==> src/rtl/taxi_pkg.sv <==
// ============================================================================
// Module  : taxi_pkg
// Brief   : Shared constants and types for the taximeter BCD conversion path.
// Rev     : 1.0 - initial release
// ============================================================================
`default_nettype none

package taxi_pkg;

    localparam int DIGIT_W    = 4;
    localparam int NUM_DIGITS = 6;
    localparam int MAX_DISP   = 999999;

    // Non-decimal code that the 7-segment decoder renders dark
    localparam logic [DIGIT_W-1:0] BCD_BLANK = 4'hF;

    localparam logic [0:0] c_ST_IDLE = 1'b0;
    localparam logic [0:0] c_ST_CONV = 1'b1;

    typedef enum logic [0:0] {
        IDLE = c_ST_IDLE,
        CONV = c_ST_CONV
    } conv_state_t;

endpackage

`default_nettype wire

==> src/rtl/bcd_add3.sv <==
// ============================================================================
// Module  : bcd_add3
// Brief   : Double-dabble digit correction cell: adds 3 when the digit is >= 5.
// Rev     : 1.0 - initial release
// ============================================================================
`default_nettype none

module bcd_add3
    import taxi_pkg::*;
(
    input  logic [DIGIT_W-1:0] i_digit,
    output logic [DIGIT_W-1:0] o_digit
);

    assign o_digit = (i_digit >= DIGIT_W'(5)) ? (i_digit + DIGIT_W'(3)) : i_digit;

endmodule

`default_nettype wire

==> src/rtl/fare_bcd_conv.sv <==
// ============================================================================
// Module  : fare_bcd_conv
// Brief   : Sequential binary-to-BCD converter (one bit per clock) feeding the
//           taximeter 7-segment scan driver, with optional leading-zero blanking.
// Rev     : 1.0 - initial release
// ============================================================================
`default_nettype none

module fare_bcd_conv
    import taxi_pkg::*;
#(
    parameter int BIN_W    = 20,
    parameter int DIGITS   = NUM_DIGITS,
    parameter bit BLANK_LZ = 1'b0
) (
    input  logic               clk,
    input  logic               rst,
    input  logic               start,
    input  logic [BIN_W-1:0]   bin,
    output logic               busy,
    output logic               done,
    output logic               ovf,
    output logic [DIGIT_W-1:0] one,
    output logic [DIGIT_W-1:0] ten,
    output logic [DIGIT_W-1:0] baek,
    output logic [DIGIT_W-1:0] cheon,
    output logic [DIGIT_W-1:0] man,
    output logic [DIGIT_W-1:0] sibman
);

    localparam int c_SCR_W = DIGIT_W * DIGITS;
    localparam int c_CNT_W = (BIN_W > 1) ? $clog2(BIN_W) : 1;
    localparam int c_CMP_W = (BIN_W > 20) ? BIN_W : 20;
    localparam logic [c_CNT_W-1:0] c_CNT_LAST = c_CNT_W'(BIN_W - 1);
    localparam logic [c_CMP_W-1:0] c_MAX      = c_CMP_W'(MAX_DISP);

    conv_state_t        r_state;
    conv_state_t        w_state_nxt;
    logic               w_accept;
    logic               w_last;
    logic [BIN_W-1:0]   r_shift;
    logic [c_SCR_W-1:0] r_scr;
    logic [c_SCR_W-1:0] w_scr_corr;
    logic [c_SCR_W-1:0] w_scr_nxt;
    logic [c_CNT_W-1:0] r_cnt;
    logic               r_ovf_pend;
    logic               r_done;
    logic               r_ovf;
    logic               w_lead;
    logic [DIGIT_W-1:0] r_digit [DIGITS];
    logic [DIGIT_W-1:0] w_digit [DIGITS];

    always_ff @(posedge clk) begin
        if (rst) begin
            r_state <= IDLE;
        end else begin
            r_state <= w_state_nxt;
        end
    end

    always_comb begin
        w_state_nxt = r_state;
        w_accept    = 1'b0;
        w_last      = 1'b0;
        case (r_state)
            IDLE: begin
                if (start) begin
                    w_accept    = 1'b1;
                    w_state_nxt = CONV;
                end
            end
            CONV: begin
                if (r_cnt == '0) begin
                    w_last      = 1'b1;
                    w_state_nxt = IDLE;
                end
            end
            default: w_state_nxt = IDLE;
        endcase
    end

    generate
        for (genvar d = 0; d < DIGITS; d++) begin : g_add3
            bcd_add3 u_add3 (
                .i_digit (r_scr[d*DIGIT_W +: DIGIT_W]),
                .o_digit (w_scr_corr[d*DIGIT_W +: DIGIT_W])
            );
        end
    endgenerate

    // Carry out of the top digit is discarded; overflow comes from the binary compare
    assign w_scr_nxt = (w_scr_corr << 1) | c_SCR_W'(r_shift[BIN_W-1]);

    always_comb begin
        w_lead = 1'b1;
        for (int d = DIGITS - 1; d >= 0; d--) begin
            w_digit[d] = r_ovf_pend ? DIGIT_W'(9) : w_scr_nxt[d*DIGIT_W +: DIGIT_W];
            if (BLANK_LZ && (d != 0) && w_lead && (w_digit[d] == '0)) begin
                w_digit[d] = BCD_BLANK;
            end else begin
                w_lead = 1'b0;
            end
        end
    end

    always_ff @(posedge clk) begin
        if (rst) begin
            r_shift    <= '0;
            r_scr      <= '0;
            r_cnt      <= '0;
            r_ovf_pend <= 1'b0;
            r_done     <= 1'b0;
            r_ovf      <= 1'b0;
            for (int d = 0; d < DIGITS; d++) begin
                r_digit[d] <= '0;
            end
        end else begin
            r_done <= 1'b0;
            if (w_accept) begin
                r_shift    <= bin;
                r_scr      <= '0;
                r_cnt      <= c_CNT_LAST;
                r_ovf_pend <= (c_CMP_W'(bin) > c_MAX);
            end else if (r_state == CONV) begin
                r_shift <= r_shift << 1;
                r_scr   <= w_scr_nxt;
                r_cnt   <= r_cnt - c_CNT_W'(1);
                if (w_last) begin
                    r_done <= 1'b1;
                    r_ovf  <= r_ovf_pend;
                    for (int d = 0; d < DIGITS; d++) begin
                        r_digit[d] <= w_digit[d];
                    end
                end
            end
        end
    end

    assign busy   = (r_state == CONV);
    assign done   = r_done;
    assign ovf    = r_ovf;
    assign one    = r_digit[0];
    assign ten    = r_digit[1];
    assign baek   = r_digit[2];
    assign cheon  = r_digit[3];
    assign man    = r_digit[4];
    assign sibman = r_digit[5];

endmodule

`default_nettype wire

==> config.mk <==
export PLATFORM = sky130hd
export DESIGN_NAME = fare_bcd_conv
export DESIGN_NICKNAME = d
export VERILOG_FILES = /design/src/rtl/taxi_pkg.sv /design/src/rtl/bcd_add3.sv /design/src/rtl/fare_bcd_conv.sv
export SDC_FILE = /design/constraint.sdc
export NUM_CORES = 1
export LEC_CHECK = 0
export CAP_MARGIN = 20
export CORE_ASPECT_RATIO = 0.75
export CORE_MARGIN = 1
export CORE_UTILIZATION = 31
export CTS_CLUSTER_DIAMETER = 100
export DETAILED_ROUTE_END_ITERATION = 12
export PLACE_DENSITY_LB_ADDON = 0.05
export SYNTH_ARGS = -nofsm -noshare
export SYNTH_HDL_FRONTEND = slang
export SYNTH_HIERARCHICAL = 1
export SYNTH_SLANG_ARGS = --single-unit
==> constraint.sdc <==
create_clock -name clk -period 5.9 [get_ports clk]
set_input_delay 1.18 -clock clk [delete_from_list [all_inputs] [get_ports clk]]
set_output_delay 1.18 -clock clk [all_outputs]
set_load 0.02 [all_outputs]
==> results of run 1 <==
worst reg2reg max path, cell delays in order, from the launching register on:
cell	delay (ps)
dfxtp_2	800
nand4bb_4	230
nor4_2	770
and2_1	240
area by class of cell:
| type | instances | area share, % |
|---|---|---|
| Tap cell | 162 | 4.27 |
| Inverter | 16 | 1.26 |
| Clock inverter | 7 | 2.40 |
| Clock buffer | 9 | 4.74 |
| Sequential cell | 77 | 37.5 |
| Multi-Input combinational cell | 262 | 38.7 |
| Timing Repair Buffer | 54 | 11.1 |
worst max path at each step:
stage,start,endpoint,slack (ps),depth (start not counted)
floorplan,rst,r_digit[0][0],3410,2
finish,rst,r_digit[4][2],2770,4
detailed placement,rst,r_digit[4][2],2380,4
global route,rst,r_digit[1][1],2530,4
global placement,rst,r_digit[2][2],2430,4
CTS,rst,r_digit[4][2],2740,4
where the power goes:
part | internal [mW] | switching (mW) | total, mW | leakage (nW)
logic | 0.0665 | 0.0711 | 0.138 | 0.923
registers | 0.570 | 0.0207 | 0.591 | 0.682
clock network | 0.411 | 0.215 | 0.626 | 0.159
sequential cells by signal, summed over array words and instances (netlist names):
| register | flops |
|---|---|
| done | 1 |
| r_cnt | 5 |
| r_scr | 24 |
| busy | 1 |
| r_digit | 24 |
| ovf | 1 |
| r_shift | 20 |
| r_ovf_pend | 1 |
metal layers:
layer | share of wire (%) | global-route usage (%)
met1 | 55 | 20.4
met2 | 39 | 18.4
met3 | 3.7 | 4.11
met4 | 1.6 | 5.10
met5 | 0 | 0
metrics by stage:
step	hold WS [ps]	cell area [µm²]	utilization (%)	cells
detailed placement	445	4410	37.4	571
floorplan	429	3800	-	375
CTS	451	4750	40.3	587
global placement	442	4410	37.4	571
global route	462	4750	40.3	587
finish	446	4750	40.3	587
==> summary.md, run 1 <==
| Metric | Value |
|---|---|
| Post-cts sizing count | `0` |
| RSZ-0062 raised after global routing | `no` |
| Chip height | `97.9 µm` |
| Crit path capture type | `flip-flop` |
| FMAX | `0.319 GHz` |
| IO buf count | `49` |
| Crit path kind | `in -> reg` |
| CTS root buffer | `clkbuf_16` |
| Final-layout fill cell count | `1,202` |
| Buffers & Inverters on Critical Path | `2` |
| Pleak | `1.76 nW` |
| Clock Skew | `7.10 ps` |
| Initial Utilization | `32.3%` |
| Initial antenna violation count | `0` |
| Rows | `34` |
| Worst Hold Depth | `2` |
| Critical R2R Launch | `busy` |
| DP Worst Slack | `2380 ps` |
| Worst Max-Slew Pin Slew | `981 ps` |
| Tot Pwr | `1.35 mW` |
| Area growth syn-to-layout | `24.9%` |
| Max incr delay on CP | `820 ps` |
| Post-route ant nets | `0` |
| Drt drc | `0` |
| Min Tclk post-route | `3130 ps` |
| Via density | `4.44` |
| DIE WIDTH | `130 µm` |
| Hold endpoint | `r_shift[8]` |
| CTS tree | `built` |
| Initial DRC count | `119` |
| Core area | `11,800 µm²` |
| Syn nets | `411` |
| Tightest Hold Check Type | `reg -> reg` |
| Die area | `12,700 µm²` |
| CTS Hold Bufs | `0` |
| First-pass detailed-route iteration total | `4` |
| Via count | `2,604` |
| CP Max Fanout | `16` |
| DRT Wirelength | `7830 µm` |
| Setup TNS | `0 ps` |
| Setup Buffers After CTS | `0` |
| Outcome | `finished clean` |
| Detailed placement HPWL | `5010 µm` |
| GRT Total Usage | `13.7%` |
| Arr. time, crit path | `3330 ps` |
| Mean routed wirelength per cell | `13.3 µm` |
| Most frequent cells in the layout | `nand2_1, dfxtp_1, clkdlybuf4s50_1` |
| Hold_sp | `r_shift[7]` |
| Maximum root-to-sink buffer count | `2` |
| Critical path, cell by cell | `clkdlybuf4s50_1 > buf_4 > nor4_2 > and2_1` |
| Fin crit share | `53.1%` |
| Mapped Area | `3800 µm²` |
| Yosys warnings | `6` |
| Antenna Cells | `0` |
| Clk_lat worst skew | `340 ps` |
| Final Setup Violations | `0` |
| Cell family with most CP delay | `buffers and inverters` |
| Layout cell share with drive strength beyond 1 | `14.6%` |
| Vias in the first global route | `2,533` |
| Multi-input gate area | `1840 µm²` |
| Crit-path slowest cell | `nor4_2` |
| TritonCTS Buffers | `9` |
| CP Launch Type | `input port` |
| Worst reg-to-reg setup slack | `3720 ps` |
| Routability cong. | `0.765` |
| Fin. max-slew vios | `0` |
| Largest net degree at the start of global routing | `36` |
| Max-cap violations | `0` |
| Final hold violations | `0` |
| Leading cell type in the layout, fill and taps excluded | `nand2_1` |
| Final net count | `456` |
| CTS sink cnt | `77` |
| Setup ws final | `2770 ps` |
| Max VDD drop | `0.151 mV` |
| Avg Inst Size Synth | `10.1 µm²` |
| Worst EP required | `6100 ps` |
| Synth Instances | `375` |
| Cell depth of the worst flop-to-flop path | `3` |
| Number of placed I/O pins | `50` |
| Clock slew at reported path FFs | `60 ps` |
| Grt total ovfl | `0` |
| H-tree levels | `3` |
| Global-route wire length before repair | `13,200 µm` |
| Worst r2r dst | `r_digit[4][2]` |
| Relative slew slack | `34.1%` |
| Pwr Density | `285 nW/µm²` |
| Register area | `1780 µm²` |
Power figures use the tool's default switching activity.
==> run 2, diff against run 1 <==
clock period = 2.9 ns   (was 5.9 ns; I/O delays follow)
==> summary.md, run 2 (synthesis gave the netlist of run 1 again) <==
| Metric | Value |
|---|---|
| Outcome | `finished clean` |
| Detailed placement HPWL | `5330 µm (+6.3%)` |
| Final cell count without fillers | `590 (+0.51%)` |
| Tot Pwr | `2.80 mW (+110%)` |
| Leading cell type in the layout, fill and taps excluded | `nand2_1` |
| Die area | `12,700 µm² (unchanged)` |
| Worst Max-Slew Pin Slew | `714 ps (-267 ps)` |
| Buffers & Inverters on Critical Path | `2 (unchanged)` |
| Fin crit share | `72.3%` |
| Cell family with most CP delay | `compound AO/OA/AOI/OAI gates` |
| Hold_sp | `r_shift[18]` |
| Routability cong. | `0.710 (-7.2%)` |
| Clock Skew | `7.64 ps (+0.548 ps)` |
| Hold endpoint | `r_shift[19]` |
| Gate power share | `10.7% (+0.5 points)` |
| Tightest Hold Check Type | `reg -> reg` |
| Clk_lat worst skew | `330 ps (about the same)` |
| Mean routed wirelength per cell | `13.4 µm (+0.61%)` |
| Chip height | `97.9 µm (unchanged)` |
| Sw Pwr | `0.613 mW (+100%)` |
| Final Setup Violations | `0 (unchanged)` |
| Net Sw Frac | `21.9% (-0.79 points)` |
| Power Internal | `2.19 mW (+110%)` |
| Worst EP required | `2920 ps (-3180 ps)` |
| Drt drc | `0 (unchanged)` |
| Worst r2r dst | `r_digit[0][1]` |
| Max incr delay on CP | `590 ps (-230 ps)` |
| Number of placed I/O pins | `50 (unchanged)` |
| Initial antenna violation count | `0 (unchanged)` |
| GRT Total Usage | `13.9% (+0.20 points)` |
| Setup TNS | `0 ps (unchanged)` |
| TritonCTS Buffers | `9 (unchanged)` |
| Fin. max-slew vios | `0 (unchanged)` |
| CTS tree | `built` |
| Worst Hold Depth | `2 (unchanged)` |
| Cell depth of the worst flop-to-flop path | `5 (+2)` |
| Initial Utilization | `32.3% (unchanged)` |
| Rows | `34 (unchanged)` |
| Relative slew slack | `52.4% (+18 points)` |
| Via count | `2,616 (+0.46%)` |
| Area growth syn-to-layout | `26.1%` |
| Worst reg-to-reg setup slack | `800 ps (-2920 ps)` |
| CTS sink cnt | `77 (unchanged)` |
| Pwr Density | `584 nW/µm² (+100%)` |
| Most frequent cells in the layout | `nand2_1, dfxtp_1, clkdlybuf4s50_1` |
| Crit path capture type | `flip-flop` |
| IO buf count | `49 (unchanged)` |
| Crit path kind | `reg -> reg` |
| Tightest hold margin | `448 ps (+2.34 ps)` |
| Setup Buffers After CTS | `0 (unchanged)` |
| First-pass detailed-route iteration total | `4 (unchanged)` |
| Cell Count Post-Placement | `574 (+0.53%)` |
| Clock Power Share | `46.8% (+0.6 points)` |
| RSZ-0062 raised after global routing | `no` |
| Core area | `11,800 µm² (unchanged)` |
| Vias in the first global route | `2,583 (+2.0%)` |
| Antenna Cells | `0 (unchanged)` |
| CTS Hold Bufs | `0 (unchanged)` |
| Initial DRC count | `122 (+2.5%)` |
| Crit-path slowest cell | `o21bai_2` |
| Register area | `1780 µm² (unchanged)` |
| Arr. time, crit path | `2120 ps (-1210 ps)` |
| Layout cell share with drive strength beyond 1 | `15.2% (+0.60 points)` |
| Largest net degree at the start of global routing | `29 (-19%)` |
| Critical path, cell by cell | `inv_1 > ha_1 > nand4bb_4 > o21bai_2 > buf_4` |
| Max VDD drop | `0.257 mV (+70%)` |
| Global-route wire length before repair | `13,400 µm (+1.7%)` |
| DIE WIDTH | `130 µm (unchanged)` |
| Pleak | `1.80 nW (+2.0%)` |
| H-tree levels | `3 (unchanged)` |
| Clock slew at reported path FFs | `60 ps (about the same)` |
| Critical R2R Launch | `r_cnt[0]` |
| Largest regs | `r_digit (24), r_scr (24), r_shift (20)` |
| Final-layout fill cell count | `1,189 (-1.1%)` |
| Max-cap violations | `0 (unchanged)` |
| CTS root buffer | `clkbuf_16` |
| Post-route ant nets | `0 (unchanged)` |
| CP Launch Type | `flip-flop` |
| Min Tclk post-route | `2100 ps` |
| Final hold violations | `0 (unchanged)` |
| FMAX | `0.477 GHz` |
| Maximum root-to-sink buffer count | `2 (unchanged)` |
| Sequential share of power | `42.5% (-1.1 points)` |
| Multi-input gate area | `1840 µm² (unchanged)` |
| CP Max Fanout | `15 (-1)` |
| Final net count | `459 (+0.66%)` |
| Core Util, Final | `40.7% (+0.40 points)` |
| Via density | `4.43 (about the same)` |
| DRT Wirelength | `7920 µm (+1.1%)` |
| Grt total ovfl | `0 (unchanged)` |
| Post-cts sizing count | `0 (unchanged)` |
==> run 2: cell count changes in the layout (fill, tap and decap cells not counted), sizes merged <==
| cell | previous run | this run |
|---|---|---|
| buf | 5 | 8 |
| clkinv | 2 | 1 |
| clkinvlp | 2 | 0 |
| clkbuf | 9 | 12 |
==> run 2: metrics by stage <==
| stage | setup slack, ps | area, µm² |
|---|---|---|
| 6_report | 804 | 4800 |
| 5_1_grt | 642 | 4800 |
| 4_1_cts | 736 | 4800 |
| 3_5_place_dp | 667 | 4440 |
| 3_3_place_gp | 713 | 4440 |
| 2_1_floorplan | 504 | 3800 |
==> run 2: how the worst max path moves through the flow <==
stage | endpoint | cells past startpoint | from | slack, ps
final | r_digit[0][1] | 5 | r_cnt[0] | 800
after global routing | r_digit[0][3] | 5 | r_cnt[0] | 640
after CTS | r_digit[0][3] | 5 | r_cnt[0] | 740
after detailed placement | r_digit[4][0] | 4 | rst | 670
after global placement | r_digit[3][3] | 4 | rst | 710
after floorplan | r_digit[0][0] | 4 | r_cnt[0] | 500
==> run 2: power by group through the flow <==
stage	clock network [mW]	logic (mW)	registers, mW
global placement	0	0.307	1.21
finish	1.31	0.301	1.19
global route	1.40	0.329	1.20
floorplan	0	0.169	1.23
detailed placement	0	0.307	1.21
CTS	1.35	0.308	1.19
==> run 2: cell type report <==
type                            instances  area share [%]
Clock buffer                           12            5.35
Clock inverter                          4            1.98
Inverter                               16            1.25
Multi-Input combinational cell        262            38.3
Sequential cell                        77            37.2
Tap cell                              162            4.23
Timing Repair Buffer                   57            11.7
==> run 2: worst register-to-register path, delay by kind of cell, from the launching register on <==
kind | cells | cell delay, ps
flops | 1 | 340
simple gates | 1 | 170
fa+ha+maj | 1 | 230
buf+inv | 2 | 440
compound gates | 1 | 590
==> run 2: per-layer routing <==
metal	up-vias	GRT usage [%]	part of all wire, %
li1	1365	-	-
met1	1205	19.4	54
met2	41	20.3	41
met3	5	5.15	4.6
met4	0	3.49	0.73
met5	-	0	0
